File: config.mk
export PLATFORM = sky130hd
export DESIGN_NAME = robot_task_enabler_flat
export DESIGN_NICKNAME = d
export VERILOG_FILES = /design/src/rtl/robot_task_enabler_if.sv /design/src/rtl/robot_task_enabler.sv /design/src/flat_wrapper.sv
export SDC_FILE = /design/constraint.sdc
export NUM_CORES = 1
export LEC_CHECK = 0
export CAP_MARGIN = 25
export CORE_MARGIN = 8
export CORE_UTILIZATION = 50
export CTS_CLUSTER_DIAMETER = 30
export CTS_CLUSTER_SIZE = 24
export DETAILED_ROUTE_END_ITERATION = 7
export PLACE_DENSITY = 0.75
export REMOVE_ABC_BUFFERS = 1
export SLEW_MARGIN = 20
export SYNTH_ARGS = -nofsm -noshare
export SYNTH_HDL_FRONTEND = slang
export SYNTH_SLANG_ARGS = --single-unit
File: constraint.sdc
create_clock -name clk -period 4.7 [get_ports clk]
set_input_delay 0.94 -clock clk [delete_from_list [all_inputs] [get_ports clk]]
set_output_delay 0.94 -clock clk [all_outputs]
set_load 0.005 [all_outputs]
File: src/rtl/robot_task_enabler_if.sv
// Request/grant bundle between the CSL detectors, the task enabler and the
// robot motion controller.
//   csl_valid     : per-channel one-cycle event pulses (master -> slave)
//   resolved      : pulse completing the active grant (master -> slave)
//   robot_enabled : robot enable (slave -> master)
//   active_ch     : channel currently or most recently granted
//   pending       : latched outstanding requests
//   timeout_pulse : one-cycle watchdog expiry flag
//   served_count  : saturating count of grants ended by resolved
interface robot_task_enabler_if #(
  parameter int unsigned NUM_CH = 4,
  parameter int unsigned CNT_W  = 8
);
  localparam int unsigned CH_W = $clog2(NUM_CH);

  logic [NUM_CH-1:0] csl_valid;
  logic              resolved;
  logic              robot_enabled;
  logic [CH_W-1:0]   active_ch;
  logic [NUM_CH-1:0] pending;
  logic              timeout_pulse;
  logic [CNT_W-1:0]  served_count;

  modport master (
    output csl_valid, resolved,
    input  robot_enabled, active_ch, pending, timeout_pulse, served_count
  );

  modport slave (
    input  csl_valid, resolved,
    output robot_enabled, active_ch, pending, timeout_pulse, served_count
  );
endinterface

File: src/rtl/robot_task_enabler.sv
// Round-robin robot task enabler. Latches CSL event pulses per channel and
// grants the robot to one channel at a time; a grant ends on resolved or on
// a watchdog timeout (which re-queues the channel), followed by a fixed
// cooldown before the next grant.
//   clk   : clock
//   reset : asynchronous, active-high reset
//   bus   : robot_task_enabler_if slave (all outputs registered)
module robot_task_enabler #(
  parameter int unsigned NUM_CH   = 4,
  parameter int unsigned TIMEOUT  = 1000,
  parameter int unsigned TMR_W    = 16,
  parameter int unsigned COOLDOWN = 2,
  parameter int unsigned CNT_W    = 8
) (
  input  logic                 clk,
  input  logic                 reset,
  robot_task_enabler_if.slave  bus
);
  localparam int unsigned CH_W = $clog2(NUM_CH);
  localparam int unsigned CD_W = (COOLDOWN > 1) ? $clog2(COOLDOWN) : 1;
  localparam logic [TMR_W-1:0] TMR_LAST = TMR_W'(TIMEOUT - 1);
  localparam logic [CD_W-1:0]  CD_LAST  = CD_W'(COOLDOWN - 1);
  localparam logic [CH_W-1:0]  CH_LAST  = CH_W'(NUM_CH - 1);

  typedef enum logic [1:0] {
    ST_IDLE,
    ST_ENABLED,
    ST_COOLDOWN
  } state_t;

  state_t            state_q, state_d;
  logic              en_q, en_d;
  logic [CH_W-1:0]   ch_q, ch_d;
  logic [CH_W-1:0]   last_q, last_d;
  logic [NUM_CH-1:0] pend_q, pend_d;
  logic [TMR_W-1:0]  timer_q, timer_d;
  logic [CD_W-1:0]   cd_q, cd_d;
  logic              to_q, to_d;
  logic [CNT_W-1:0]  served_q, served_d;

  logic [NUM_CH-1:0] clr_mask;
  logic [NUM_CH-1:0] retry_mask;
  logic              pick_found;
  logic [CH_W-1:0]   pick_ch;
  logic [31:0]       srch_idx;
  logic [NUM_CH-1:0] csl_valid;
  logic              resolved;

  assign csl_valid = bus.csl_valid;
  assign resolved  = bus.resolved;

  // Round-robin search: first pending channel after last_q, wrapping.
  always_comb begin
    pick_found = 1'b0;
    pick_ch    = '0;
    srch_idx   = '0;
    for (int unsigned i = 1; i <= NUM_CH; i++) begin
      srch_idx = (32'(last_q) + i) % NUM_CH;
      if (!pick_found && pend_q[srch_idx[CH_W-1:0]]) begin
        pick_found = 1'b1;
        pick_ch    = srch_idx[CH_W-1:0];
      end
    end
  end

  // Next-state and next-output logic.
  always_comb begin
    state_d    = state_q;
    en_d       = en_q;
    ch_d       = ch_q;
    last_d     = last_q;
    timer_d    = timer_q;
    cd_d       = cd_q;
    to_d       = 1'b0;
    served_d   = served_q;
    clr_mask   = '0;
    retry_mask = '0;

    case (state_q)
      ST_IDLE: begin
        if (pick_found) begin
          state_d           = ST_ENABLED;
          en_d              = 1'b1;
          ch_d              = pick_ch;
          last_d            = pick_ch;
          clr_mask[pick_ch] = 1'b1;
          timer_d           = '0;
        end
      end
      ST_ENABLED: begin
        timer_d = timer_q + 1'b1;
        // resolved takes priority over a coincident watchdog expiry
        if (resolved) begin
          state_d = ST_COOLDOWN;
          en_d    = 1'b0;
          cd_d    = '0;
          if (served_q != {CNT_W{1'b1}}) begin
            served_d = served_q + 1'b1;
          end
        end else if (timer_q == TMR_LAST) begin
          state_d          = ST_COOLDOWN;
          en_d             = 1'b0;
          cd_d             = '0;
          to_d             = 1'b1;
          retry_mask[ch_q] = 1'b1;
        end
      end
      ST_COOLDOWN: begin
        if (cd_q == CD_LAST) begin
          state_d = ST_IDLE;
        end else begin
          cd_d = cd_q + 1'b1;
        end
      end
      default: begin
        state_d = ST_IDLE;
      end
    endcase

    // A new pulse on the channel being granted wins over its clear.
    pend_d = (pend_q & ~clr_mask) | csl_valid | retry_mask;
  end

  // State and output registers.
  always_ff @(posedge clk or posedge reset) begin
    if (reset) begin
      state_q  <= ST_IDLE;
      en_q     <= 1'b0;
      ch_q     <= '0;
      last_q   <= CH_LAST;
      pend_q   <= '0;
      timer_q  <= '0;
      cd_q     <= '0;
      to_q     <= 1'b0;
      served_q <= '0;
    end else begin
      state_q  <= state_d;
      en_q     <= en_d;
      ch_q     <= ch_d;
      last_q   <= last_d;
      pend_q   <= pend_d;
      timer_q  <= timer_d;
      cd_q     <= cd_d;
      to_q     <= to_d;
      served_q <= served_d;
    end
  end

  assign bus.robot_enabled = en_q;
  assign bus.active_ch     = ch_q;
  assign bus.pending       = pend_q;
  assign bus.timeout_pulse = to_q;
  assign bus.served_count  = served_q;
endmodule

File: src/flat_wrapper.sv
// flat-port wrapper written by rule: the top's interface ports become plain ports
module robot_task_enabler_flat 
#(
  parameter int unsigned NUM_CH   = 4,
  parameter int unsigned TIMEOUT  = 1000,
  parameter int unsigned TMR_W    = 16,
  parameter int unsigned COOLDOWN = 2,
  parameter int unsigned CNT_W    = 8
)
  (clk, reset, bus_csl_valid, bus_resolved, bus_robot_enabled, bus_active_ch, bus_pending, bus_timeout_pulse, bus_served_count);
  robot_task_enabler_if #(.NUM_CH(NUM_CH), .CNT_W(CNT_W)) bus_i ();
  input  logic clk;
  input  logic reset;
  input wire logic [$bits(bus_i.csl_valid)-1:0] bus_csl_valid;
  input wire logic [$bits(bus_i.resolved)-1:0] bus_resolved;
  output wire logic [$bits(bus_i.robot_enabled)-1:0] bus_robot_enabled;
  output wire logic [$bits(bus_i.active_ch)-1:0] bus_active_ch;
  output wire logic [$bits(bus_i.pending)-1:0] bus_pending;
  output wire logic [$bits(bus_i.timeout_pulse)-1:0] bus_timeout_pulse;
  output wire logic [$bits(bus_i.served_count)-1:0] bus_served_count;
  assign bus_i.csl_valid = bus_csl_valid;
  assign bus_i.resolved = bus_resolved;
  assign bus_robot_enabled = bus_i.robot_enabled;
  assign bus_active_ch = bus_i.active_ch;
  assign bus_pending = bus_i.pending;
  assign bus_timeout_pulse = bus_i.timeout_pulse;
  assign bus_served_count = bus_i.served_count;
  robot_task_enabler #(.NUM_CH(NUM_CH), .TIMEOUT(TIMEOUT), .TMR_W(TMR_W), .COOLDOWN(COOLDOWN), .CNT_W(CNT_W)) u_core (.clk(clk), .reset(reset), .bus(bus_i));
endmodule
== Yosys cells after proc, flatten, opt, wreduce, memory -nomap -nowiden ==
Cells that the tools add are included.

* Add/subtract/negate cells: 7
* Magnitude comparators: 8
* Equal/unequal tests: 7
* Mux-type cells: 41
* Bitwise gates (word level): 4
* Reductions and logical operators: 17

{| class="wikitable"
|+ Operators with widths
! operator !! number
|-
| 16-bit one-hot mux with 2 select lines || 1
|-
| 4-bit two-way mux || 5
|-
| 2-bit by 3-bit < comparator with 1-bit output, second input constant || 6
|-
| 1-bit two-way mux || 17
|-
| 16-bit by 1-bit adder with 16-bit output, second input constant || 1
|-
| 16-bit by 10-bit == test with 1-bit output, second input constant || 1
|-
| 16-bit two-way mux || 1
|-
| 2-bit two-way mux || 8
|-
| 3-bit AND reduction || 3
|-
| 8-bit by 1-bit adder with 8-bit output, second input constant || 1
|-
| 1-bit binary-select mux with 2-bit select || 4
|-
| 8-bit != test, second input constant || 1
|-
| 4-bit OR || 2
|-
| 2-bit one-hot mux with 3 select lines || 1
|-
| 2-bit AND reduction || 3
|-
| 1-bit logical AND || 5
|-
| 2-bit by 1-bit adder with 2-bit output, second input constant || 2
|-
| 2-bit adder, second input constant || 2
|-
| 4-bit AND || 1
|-
| 1-bit demux with 2-bit select || 2
|-
| 2-bit by 1-bit >= comparator with 1-bit output, second input constant || 2
|-
| 2-bit by 1-bit != test with 1-bit output, second input constant || 2
|-
| 4-bit inverter || 1
|-
| 1-bit one-hot mux with 2 select lines || 2
|-
| other kinds (7) || 10
|}

* Register bits: 37
* Bits of input ports: 7
* Output and inout port bits: 16

== Longest topological paths before layout ==
Gate-level depths: netlist of the first run.

* Depth after elaboration: 23
* Depth in mapped cells: 7
* Mapped depth without buffers: 7

== Worst setup path before layout of the first run ==
OpenSTA, ideal clock, no wires.

* Path kind: input to register
* Start point: input bus_resolved
* End point: register u_core.cd_q
* Library setup time: 125 ps
* Data arrival time: 1712 ps
* Setup slack: 2863 ps
* Cell stages on the path: 4
* Path through: nand2b_1 > a41o_1 > nand2_1 > mux2_2

* Longest elaborated chain between the ends: 2

{| class="wikitable"
|+ RTL lines
! item !! line !! source
|-
| from (decl) || flat_wrapper.sv:15 || <nowiki>input wire logic [$bits(bus_i.resolved)-1:0] bus_resolved;</nowiki>
|-
| 1-bit two-way mux or 3-bit by 2-bit != test with 1-bit output (tied branches) || n/a ||
|-
| 1-bit one-hot mux with 2 select lines or 2-bit AND reduction (tied branches) || n/a ||
|-
| to (signal assigned) || robot_task_enabler.sv:133 || <nowiki>cd_q <= '0;</nowiki>
|-
| to (signal assigned) || robot_task_enabler.sv:143 || <nowiki>cd_q <= cd_d;</nowiki>
|-
| to (decl) || robot_task_enabler.sv:37 || <nowiki>logic [CD_W-1:0] cd_q, cd_d;</nowiki>
|}

Several ways; a longest one is shown, not always the timed one.
A chain may end at the register's enable or synchronous reset.

== Worst setup path in the final report of the first run ==
* Start point: register u_core.state_q[1]
* End point: register u_core.timer_q[14]

* Longest elaborated chain between the ends: 3

{| class="wikitable"
|+ RTL lines
! item !! line !! source
|-
| from (decl) || robot_task_enabler.sv:31 || <nowiki>state_t state_q, state_d;</nowiki>
|-
| from (signal assigned) || robot_task_enabler.sv:137 || <nowiki>state_q <= state_d;</nowiki>
|-
| 2-bit zero test or 2-bit by 1-bit == test with 1-bit output (tied branches) || robot_task_enabler.sv:79 || <nowiki>case (state_q)</nowiki>
|-
| 2-bit by 1-bit != test with 1-bit output (no source line) or 2-bit nonzero test (tied branches) || n/a ||
|-
| 2-bit AND reduction (no source line) || n/a ||
|-
| to (signal assigned) || robot_task_enabler.sv:142 || <nowiki>timer_q <= timer_d;</nowiki>
|-
| to (decl) || robot_task_enabler.sv:36 || <nowiki>logic [TMR_W-1:0] timer_q, timer_d;</nowiki>
|}

Several ways; a longest one is shown, not always the timed one.

==> results of run 1 <==
==> where the power goes <==
part	internal [uW]	leakage (uW)	total [uW]	switching, uW
logic	279	0.000505	589	310
registers	411	0.000467	528	118
clock network	132	0.0000542	245	113
==> metal layers <==
layer | up-vias | track usage, % | part of all wire, %
li1 | 820 | - | -
met1 | 786 | 18.59 | 48
met2 | 46 | 21.17 | 44
met3 | 6 | 4.194 | 5.9
met4 | 0 | 5.714 | 1.4
met5 | - | 0 | 0
==> sequential cells by signal (all words and copies together) (netlist names) <==
register / count
u_core.bus.active_ch: 2
u_core.bus.pending: 4
u_core.bus.robot_enabled: 1
u_core.bus.served_count: 8
u_core.bus.timeout_pulse: 1
u_core.cd_q: 1
u_core.last_q: 2
u_core.state_q: 2
u_core.timer_q: 16
==> cells in the final DEF, fill, tap and decap left out, drive strengths merged, types with 2 or more instances in the layout <==
master	n
nor2	17
nand4	6
nand2b	2
dfrtp	35
o21ai	9
nand3b	3
nand2	34
a221o	2
clkdlybuf4s50	22
xor2	6
xnor2	13
and3	6
ha	5
nand3	11
inv	8
mux2	2
dfstp	2
a211o	3
nor3b	2
a31oi	6
clkbuf	7
nor3	8
o211ai	2
a21oi	10
nor4	4
==> worst max-delay path by stage <==
stage | start | endpoint | slack (ns) | cells past startpoint
after floorplan | u_core.state_q[0] | u_core.timer_q[14] | 2.64 | 7
after global placement | bus_resolved | u_core.cd_q | 2.32 | 5
after detailed placement | u_core.state_q[1] | u_core.timer_q[14] | 2.30 | 7
after CTS | u_core.state_q[1] | u_core.timer_q[14] | 2.28 | 7
after global routing | u_core.state_q[1] | u_core.timer_q[14] | 2.05 | 7
final | u_core.state_q[1] | u_core.timer_q[14] | 2.26 | 7
==> cell families (layout without fill, tap and decap cells) <==
logic type / after synthesis / count (layout) / share of synthesized area (%)
simple gates: 97 / 97 / 24.23
compound gates: 41 / 41 / 14.02
flops: 37 / 37 / 44.06
xor+xnor: 19 / 19 / 7.898
buf+inv: 16 / 39 / 5.285
fa+ha+maj: 5 / 5 / 2.969
mux: 3 / 3 / 1.544
==> layout make-up <==
cell class	count	area, um2	share of cell area, %
multi-input cells	165	1067	44.15
flip-flops and latches	37	928.4	38.41
repair buffers	23	227.7	9.420
clock buffers	7	96.34	3.986
well taps	50	62.56	2.588
inverters	8	30.03	1.242
clock inverters	1	5.005	0.2070
==> per-stage QoR <==
stage | instances | worst slack (ns)
2_1_floorplan | 210 | 2.637
3_3_place_gp | 283 | 2.317
3_5_place_dp | 283 | 2.301
4_1_cts | 291 | 2.277
5_1_grt | 291 | 2.046
6_report | 291 | 2.255
==> synth_stat cells (2+ instances only) <==
cell,count,area share (%)
nand4_1,6,1.8
nand3_1,11,2.6
nand2_1,33,5.9
a221o_1,2,0.95
nor2_1,16,2.9
a211o_1,2,0.83
o211ai_1,2,0.71
o21ai_0,9,2.1
inv_1,8,1.4
nor4_1,2,0.59
and3_1,5,1.5
a21oi_1,10,2.4
xor2_1,6,2.5
buf_6,4,2.1
mux2_2,2,1.1
ha_1,5,3.0
dfstp_2,2,2.5
nand3b_1,3,1.1
nand2b_1,2,0.59
nor3_1,8,1.9
xnor2_1,13,5.4
nor3b_1,2,0.71
dfrtp_1,35,42
clkbuf_8,2,1.3
a31oi_1,5,1.5
==> metrics.txt, run 1 <==
remaining antenna violation count 0; crit start category register; First-pass DRT Iterations 4; WS Path Type register to register; Iteration-0 DRC Markers 88; RR Endpoint u_core.timer_q[14]; DRC Markers 0; hold slack 0.4971 ns; Post-CTS Resized 0; Post-DP HPWL 2938 um; largest net degree at the start of global routing 38; Routed WL 4174 um; f_max 0.4091 GHz; TritonCTS Buffers 5; Post-synth EDFFs 0; worst min-delay path class register to register; hold endpoint u_core.cd_q; total track usage 14.10%; CP most frequent cell nor2_1; Tmin final 2.445 ns; Leakage 0.001026 uW; core region area 0.004029 mm2; Sum Neg Setup Slack 0 ns; hold path cells 1; Max Cap Viol 0; vias 1658; PortBufs 22; fin. max-slew vios 0; Area Growth Syn to Fin 14.73%; Final Hold Fails 0; vias in the first global route 1541; dominant synthesized flop cell dfrtp_1; Cell Chain, Critical Path inv_1 -> ha_1 -> nor2_1 -> a2111oi_4 -> nand4_1 -> xor2_1 -> nor2_1; worst path arrival time 2.61 ns; clock skew 0.007938 ns; die width 80.92 um; initial core utilization 52.30%; Worst path max stage delay 0.71 ns; DP Area 0.002316 mm2; Post-Layout Inst Area 0.002417 mm2; synth unique cells 48; first-pass GRT wire length 7320 um; ys async rst share 100.0%; Core Util, Final 60.00%; Setup crit end kind register; unrepaired setup endpoints after global routing no; Worst path slowest cell ha_1; Top Ports 23; clk_lat worst skew 0.30 ns; CTS H-tree lvls 2; Fillers 351; worst-case clock buffer depth 2; clk slew on worst S/H paths 0.07 ns; grt ovf 0; R2R setup slack 2.26 ns; R2R depth 7; Die H 80.92 um; Rel. slew slack 44.02%; Total Power 1363 uW; Post-Syn Area 0.002107 mm2; DR vias/cell 5.698; hold_sp u_core.cd_q; Ant. Diodes 0; Worst Tran Pin Value 0.8396 ns; sequential fraction of the synthesis area 44.06%; Routed wire per std cell 14.34 um; Setup Fix Bufs, Post-CTS 0; Worst VDD drop 0.0002841 V; FF-to-FF Start u_core.state_q[1]; Ys Warns 0; Mapped Cells 218; fin crit share 52.01%; root buffer cell clkbuf_8; worst-path maximum fanout 24; average size of a mapped cell 9.665 um2; worst path bufs/invs 1; post-synthesis sequential element count 37; cts-stage hold buffer count 0; antenna violations before repair 0; status finished clean; # rows 23; # nets final 252; # setup viols final 0; layout cells sized above 1 9.544%; Sinks on Clock Net 37; CTS tree yes; CP delay by family, top adder cells; full die area 0.006547 mm2; Worst Path Required 4.87 ns; pwr dens 563.7 mW/mm2; Placer Congestion 0.8028
(Power assumes the default switching activity.)
==> inputs of run 2 (changes only) <==
==> constraint.sdc (replaced) <==
create_clock -name clk -period 2.4 [get_ports clk]
set_input_delay 0.48 -clock clk [delete_from_list [all_inputs] [get_ports clk]]
set_output_delay 0.48 -clock clk [all_outputs]
set_load 0.005 [all_outputs]
==> run 2 against run 1 <==
Register-to-register slack lost 1.8 ns. Die area unchanged. Sequential power increased by 97%. Clock power grew 130%. Utilization rose by 0.93 points. Largest cell class unchanged. Total power grew 110%. Critical path type unchanged.
==> metrics.txt, run 2 (synthesis results as in run 1) <==
status finished clean; initial core utilization 52.30% (unchanged); Die H 80.92 um (unchanged); combinational share of power 43.1% (about the same); root buffer cell clkbuf_8; Max Cap Viol 0 (unchanged); layout cells sized above 1 10.25% (+0.70 points); max reg flops 16 (unchanged); total track usage 14.74% (+0.64 points); Worst Slack Setup Final 0.4864 ns (-1.769 ns); Routed WL 4382 um (+5.0%); worst-case clock buffer depth 2 (unchanged); Setup crit end kind register; pre-CTS worst setup slack 0.4430 ns (-1.858 ns); Area Growth Syn to Fin 16.51%; net switching power 1074 uW (+99%); Placer Congestion 0.8441 (+5.1%); Power Internal 1721 uW (+110%); clk_lat worst skew 0.29 ns (about the same); CTS H-tree lvls 2 (unchanged); # nets final 255 (+1.2%); Finished Layout Cells 294 (+1.0%); clock skew 0.01135 ns (+0.003408 ns); die width 80.92 um (unchanged); Core Util, Final 60.93% (+0.93 points); most common cell after layout, fill and taps aside dfrtp_1; fin. max-slew vios 0 (unchanged); f_max 0.5226 GHz (+28%); Placed Cells 286 (+1.1%); unrepaired setup endpoints after global routing no; Worst VDD drop 0.0004972 V (+75%); largest net degree at the start of global routing 38 (unchanged); hold slack 0.5086 ns (+0.01141 ns); Worst Tran Pin Value 0.5143 ns (-0.3254 ns); worst min-delay path class register to register; R2R setup slack 0.49 ns (-1.77 ns); Post-CTS Resized 0 (unchanged); pwr dens 1139 mW/mm2 (+100%); fin crit share 79.73% (+28 points); Top Ports 23 (unchanged); vias in the first global route 1609 (+4.4%); CTS tree yes; first-pass GRT wire length 7679 um (+4.9%); Ant. Diodes 0 (unchanged); WS Path Type register to register; worst-path maximum fanout 7 (-71%); DR vias/cell 5.728 (+0.53%); crit start category register; grt ovf 0 (unchanged); Sinks on Clock Net 37 (unchanged); antenna violations before repair 0 (unchanged); Iteration-0 DRC Markers 136 (+55%); Tmin final 1.914 ns (-0.5310 ns); DRC Markers 0 (unchanged); remaining antenna violation count 0 (unchanged); Post-DP HPWL 3130 um (+6.5%); cts-stage hold buffer count 0 (unchanged); core region area 0.004029 mm2 (unchanged); power share of the clock group 19.8% (+1.8 points); Final Hold Fails 0 (unchanged); Biggest register u_core.timer_q; Sum Neg Setup Slack 0 ns (unchanged); Routed wire per std cell 14.90 um (+3.9%); # rows 23 (unchanged); Net Sw Frac 38.43% (-1.2 points); Leakage 0.001045 uW (+1.9%); First-pass DRT Iterations 4 (unchanged); full die area 0.006547 mm2 (unchanged); PortBufs 22 (unchanged); worst path arrival time 2.07 ns (-0.54 ns); # setup viols final 0 (unchanged); vias 1684 (+1.6%); clk slew on worst S/H paths 0.07 ns (about the same); Setup Fix Bufs, Post-CTS 0 (unchanged); Worst Path Required 2.55 ns (-2.32 ns); part of the power in registers 37.1% (-1.7 points); Rel. slew slack 65.46% (+21 points); TritonCTS Buffers 5 (unchanged); commonest non-fill, non-tap cells in the layout 35 x dfrtp_1, 33 x nand2_1, 22 x clkdlybuf4s50_1, 16 x nor2_1, 13 x xnor2_1
## run 2: cell types whose count changed in the layout (fill, tap and decap cells not counted), sizes merged
cell,delta
buf,+3
bufinv,+1
clkinv,-1
## run 2: cell type report
class                   instances  area (um2)
fillers                       352        1574
multi-input cells             165        1067
flip-flops and latches         37       928.4
repair buffers                 26       250.2
clock buffers                   7       86.33
well taps                      50       62.56
clock inverters                 1       30.03
inverters                       8       30.03
## run 2: metal layers
| layer | track usage (%) | up-vias | part of all wire, % |
|---|---|---|---|
| met2 | 22.05 | 55 | 44 |
| met3 | 5.408 | 6 | 7.2 |
| met5 | 0 | - | 0 |
| met1 | 19.60 | 796 | 47 |
| li1 | - | 827 | - |
| met4 | 4.107 | 0 | 1.0 |
## run 2: power by group through the flow
stage	registers (uW)	clock network, uW	logic (uW)
5_1_grt	1080	609	1360
4_1_cts	1040	575	1210
3_5_place_dp	1050	0	1210
6_report	1040	554	1200
2_1_floorplan	1010	0	783
3_3_place_gp	1040	0	1180
## run 2: stage by stage
stage          total power (uW)  cell area, um2
2_1_floorplan              1788            2026
3_3_place_gp               2219            2338
3_5_place_dp               2254            2338
4_1_cts                    2822            2455
5_1_grt                    3044            2455
6_report                   2795            2455
## run 2: worst paths after layout
| check | depth (start not counted) | startpoint | to |
|---|---|---|---|
| max in group asynchronous | 3 | reset | u_core.last_q[0] |
| hold / removal | 2 | u_core.last_q[1] | u_core.last_q[1] |
| setup reg to reg | 7 | u_core.state_q[0] | u_core.timer_q[14] |
| min in group asynchronous | 3 | reset | u_core.bus.served_count[2] |
| setup / recovery | 7 | u_core.state_q[0] | u_core.timer_q[14] |
| hold reg to reg | 2 | u_core.last_q[1] | u_core.last_q[1] |
## run 2: critical path, stage by stage, from the launching register on
cell and delay, ns:
dfrtp_1 0.38, inv_1 0.10, ha_1 0.32, nor2_1 0.14, a2111oi_4 0.46, nand4_1 0.17, xor2_1 0.16, nor2_1 0.05
==> inputs of run 3 (changes only) <==
--- a/config.mk
+++ b/config.mk
@@ -11,7 +11,7 @@
 export CTS_CLUSTER_DIAMETER = 30
 export CTS_CLUSTER_SIZE = 24
 export DETAILED_ROUTE_END_ITERATION = 7
-export PLACE_DENSITY = 0.75
+export PLACE_DENSITY = 0.78
 export REMOVE_ABC_BUFFERS = 1
 export SLEW_MARGIN = 20
 export SYNTH_ARGS = -nofsm -noshare
==> constraint.sdc (replaced) <==
create_clock -name clk -period 1.7 [get_ports clk]
set_input_delay 0.34 -clock clk [delete_from_list [all_inputs] [get_ports clk]]
set_output_delay 0.34 -clock clk [all_outputs]
set_load 0.005 [all_outputs]
==> run 3 against run 2 <==
The flow now finishes with violations (setup timing). Maximum frequency grew 12%. Utilization grew 7.3 points. Clock power grew 22%. Register-to-register slack lost 0.49 ns. Sequential power grew 36%. Clock-buffer cell count shrank 1. Critical path type unchanged.
==> metrics.txt, run 3 (synthesis results as in run 1) <==
net switching power 1723 uW (+60%); Routed wire per std cell 15.36 um (+3.0%); part of the power in registers 32.2% (-4.9 points); antenna violations before repair 0 (unchanged); Sinks on Clock Net 37 (unchanged); Worst Path Required 1.90 ns (-0.65 ns); fin crit share 100.3% (+21 points); fin. max-slew vios 0 (unchanged); layout cells sized above 1 24.18% (+14 points); Die H 80.92 um (unchanged); # setup viols final 2 (+2); root buffer cell clkbuf_8; Tmin final 1.706 ns (-0.2081 ns); Sum Neg Setup Slack -0.005687 ns (-0.005687 ns); Placer Congestion 0.8309 (-1.6%); busiest layer in global routing met2; WS Path Type register to register; worst min-delay path class primary input to asynchronous set/reset pin; Top Ports 23 (unchanged); # nets final 284 (+11%); max reg flops 16 (unchanged); Cell Chain, Critical Path inv_1 -> ha_1 -> buf_6 -> nand2b_1 -> a41o_1 -> nand2_1 -> mux2_2; met3 usage 4.194% (-1.2 points); die width 80.92 um (unchanged); remaining antenna violation count 0 (unchanged); DR vias/cell 5.582 (-2.5%); GRT met2 Usage 25.74% (+3.7 points); clk slew on worst S/H paths 0.08 ns (about the same); PortBufs 22 (unchanged); met1 usage 18.77% (-0.83 points); Max Cap Viol 0 (unchanged); clk_lat worst skew 0.30 ns (about the same); first-pass GRT wire length 7962 um (+3.7%); commonest non-fill, non-tap cells in the layout 33 x nand2_1, 32 x dfrtp_1, 27 x buf_4, 20 x clkdlybuf4s50_1, 16 x nor2_1; clock skew 0.01115 ns (-0.0001926 ns); Routed WL 4961 um (+13%); CTS H-tree lvls 2 (unchanged); full die area 0.006547 mm2 (unchanged); Worst Slack Setup Final -0.005504 ns (-0.4919 ns); vias 1803 (+7.1%); First-pass DRT Iterations 6 (+2); Area Growth Syn to Fin 30.52%; Post-DP HPWL 3443 um (+10%); core region area 0.004029 mm2 (unchanged); most common cell after layout, fill and taps aside nand2_1; crit start category register; pre-CTS worst setup slack -0.03930 ns (-0.4823 ns); combinational share of power 52.3% (+9.2 points); Worst path slowest cell dfrtp_1; total track usage 15.71% (+0.97 points); cts-stage hold buffer count 0 (unchanged); Net Sw Frac 39.35% (+0.92 points); R2R setup slack -0.006 ns (-0.49 ns); largest net degree at the start of global routing 38 (unchanged); worst path bufs/invs 2 (+1); grt ovf 0 (unchanged); Fillers 301 (-14%); Leakage 0.001193 uW (+14%); worst-path maximum fanout 9 (+2); worst-case clock buffer depth 2 (unchanged); hold slack 0.3949 ns (-0.1137 ns); Seq. cell area 932.1 um2 (+0.40%); Ant. Diodes 0 (unchanged); pwr dens 1592 mW/mm2 (+40%); Setup crit end kind register; Power Internal 2656 uW (+54%); Worst path max stage delay 0.39 ns (-0.07 ns); Final Hold Fails 0 (unchanged); worst path arrival time 1.90 ns (-0.17 ns); multi-input logic area 0.001129 mm2 (+5.7%); TritonCTS Buffers 5 (unchanged); initial core utilization 52.30% (unchanged); Iteration-0 DRC Markers 88 (-35%); Biggest register u_core.timer_q; CTS tree yes; DRC Markers 0 (unchanged); vias in the first global route 1737 (+8.0%); CP delay by family, top flip-flops; failing checks setup timing; status finished, violations left; Rel. slew slack 72.79% (+7.3 points); f_max 0.5863 GHz (+12%); Worst Tran Pin Value 0.4077 ns (-0.1066 ns); power share of the clock group 15.4% (-4.4 points); unrepaired setup endpoints after global routing yes; # rows 23 (unchanged); Worst VDD drop 0.0008660 V (+74%)
[run 3: final timing paths]
check / startpoint / endpoint / cells past startpoint
worst max-delay path: u_core.state_q[1] / u_core.cd_q / 7
worst min-delay path: reset / u_core.cd_q / 3
worst max register to register: u_core.state_q[1] / u_core.cd_q / 7
worst min register to register: u_core.cd_q / u_core.cd_q / 1
max in group asynchronous: reset / u_core.last_q[0] / 3
min in group clk: u_core.cd_q / u_core.cd_q / 1
[run 3: timing repair]
| item | CTS | global route |
|---|---|---|
| setup buffers | 3 | 4 |
| gates cloned | 0 | 0 |
| endpoints found under the setup margin | 7 | 20 |
| resized for setup | 6 | 17 |
| pin swaps | 1 | 10 |
[run 3: layout make-up]
class	count	area share, %
sequential	37	33.89
timing repair buffer	55	18.20
clock buffer	6	3.003
multi-input combinational	165	41.04
tap	50	2.275
clock inverter	2	0.5005
inverter	8	1.092
[run 3: power groups by stage]
stage,combinational [uW],sequential [uW],clock (uW)
final,2290,1410,676
after detailed placement,2050,1410,0
after global routing,2520,1450,731
after global placement,1990,1400,0
after floorplan,1100,1420,0
after CTS,2110,1390,684
[run 3: tightest hold or removal path: cells and delay by family]
family,cells,cell delay [ns]
buffers and inverters,3,0.73
[run 3: routing by layer]
layer / vias to the layer above / share of wire (%)
li1: 879 / -
met1: 882 / 43
met2: 34 / 51
met3: 8 / 3.9
met4: 0 / 1.8
met5: - / 0
[run 3: per-stage QoR]
| stage | power (uW) | util, % | cell area (um2) | std cells |
|---|---|---|---|---|
| final | 4378 | 68.26 | 2750 | 323 |
| after global routing | 4702 | 68.26 | 2750 | 323 |
| after CTS | 4190 | 65.65 | 2645 | 319 |
| after detailed placement | 3463 | 62.45 | 2516 | 308 |
| after global placement | 3388 | 62.45 | 2516 | 308 |
| after floorplan | 2525 | - | 2026 | 210 |
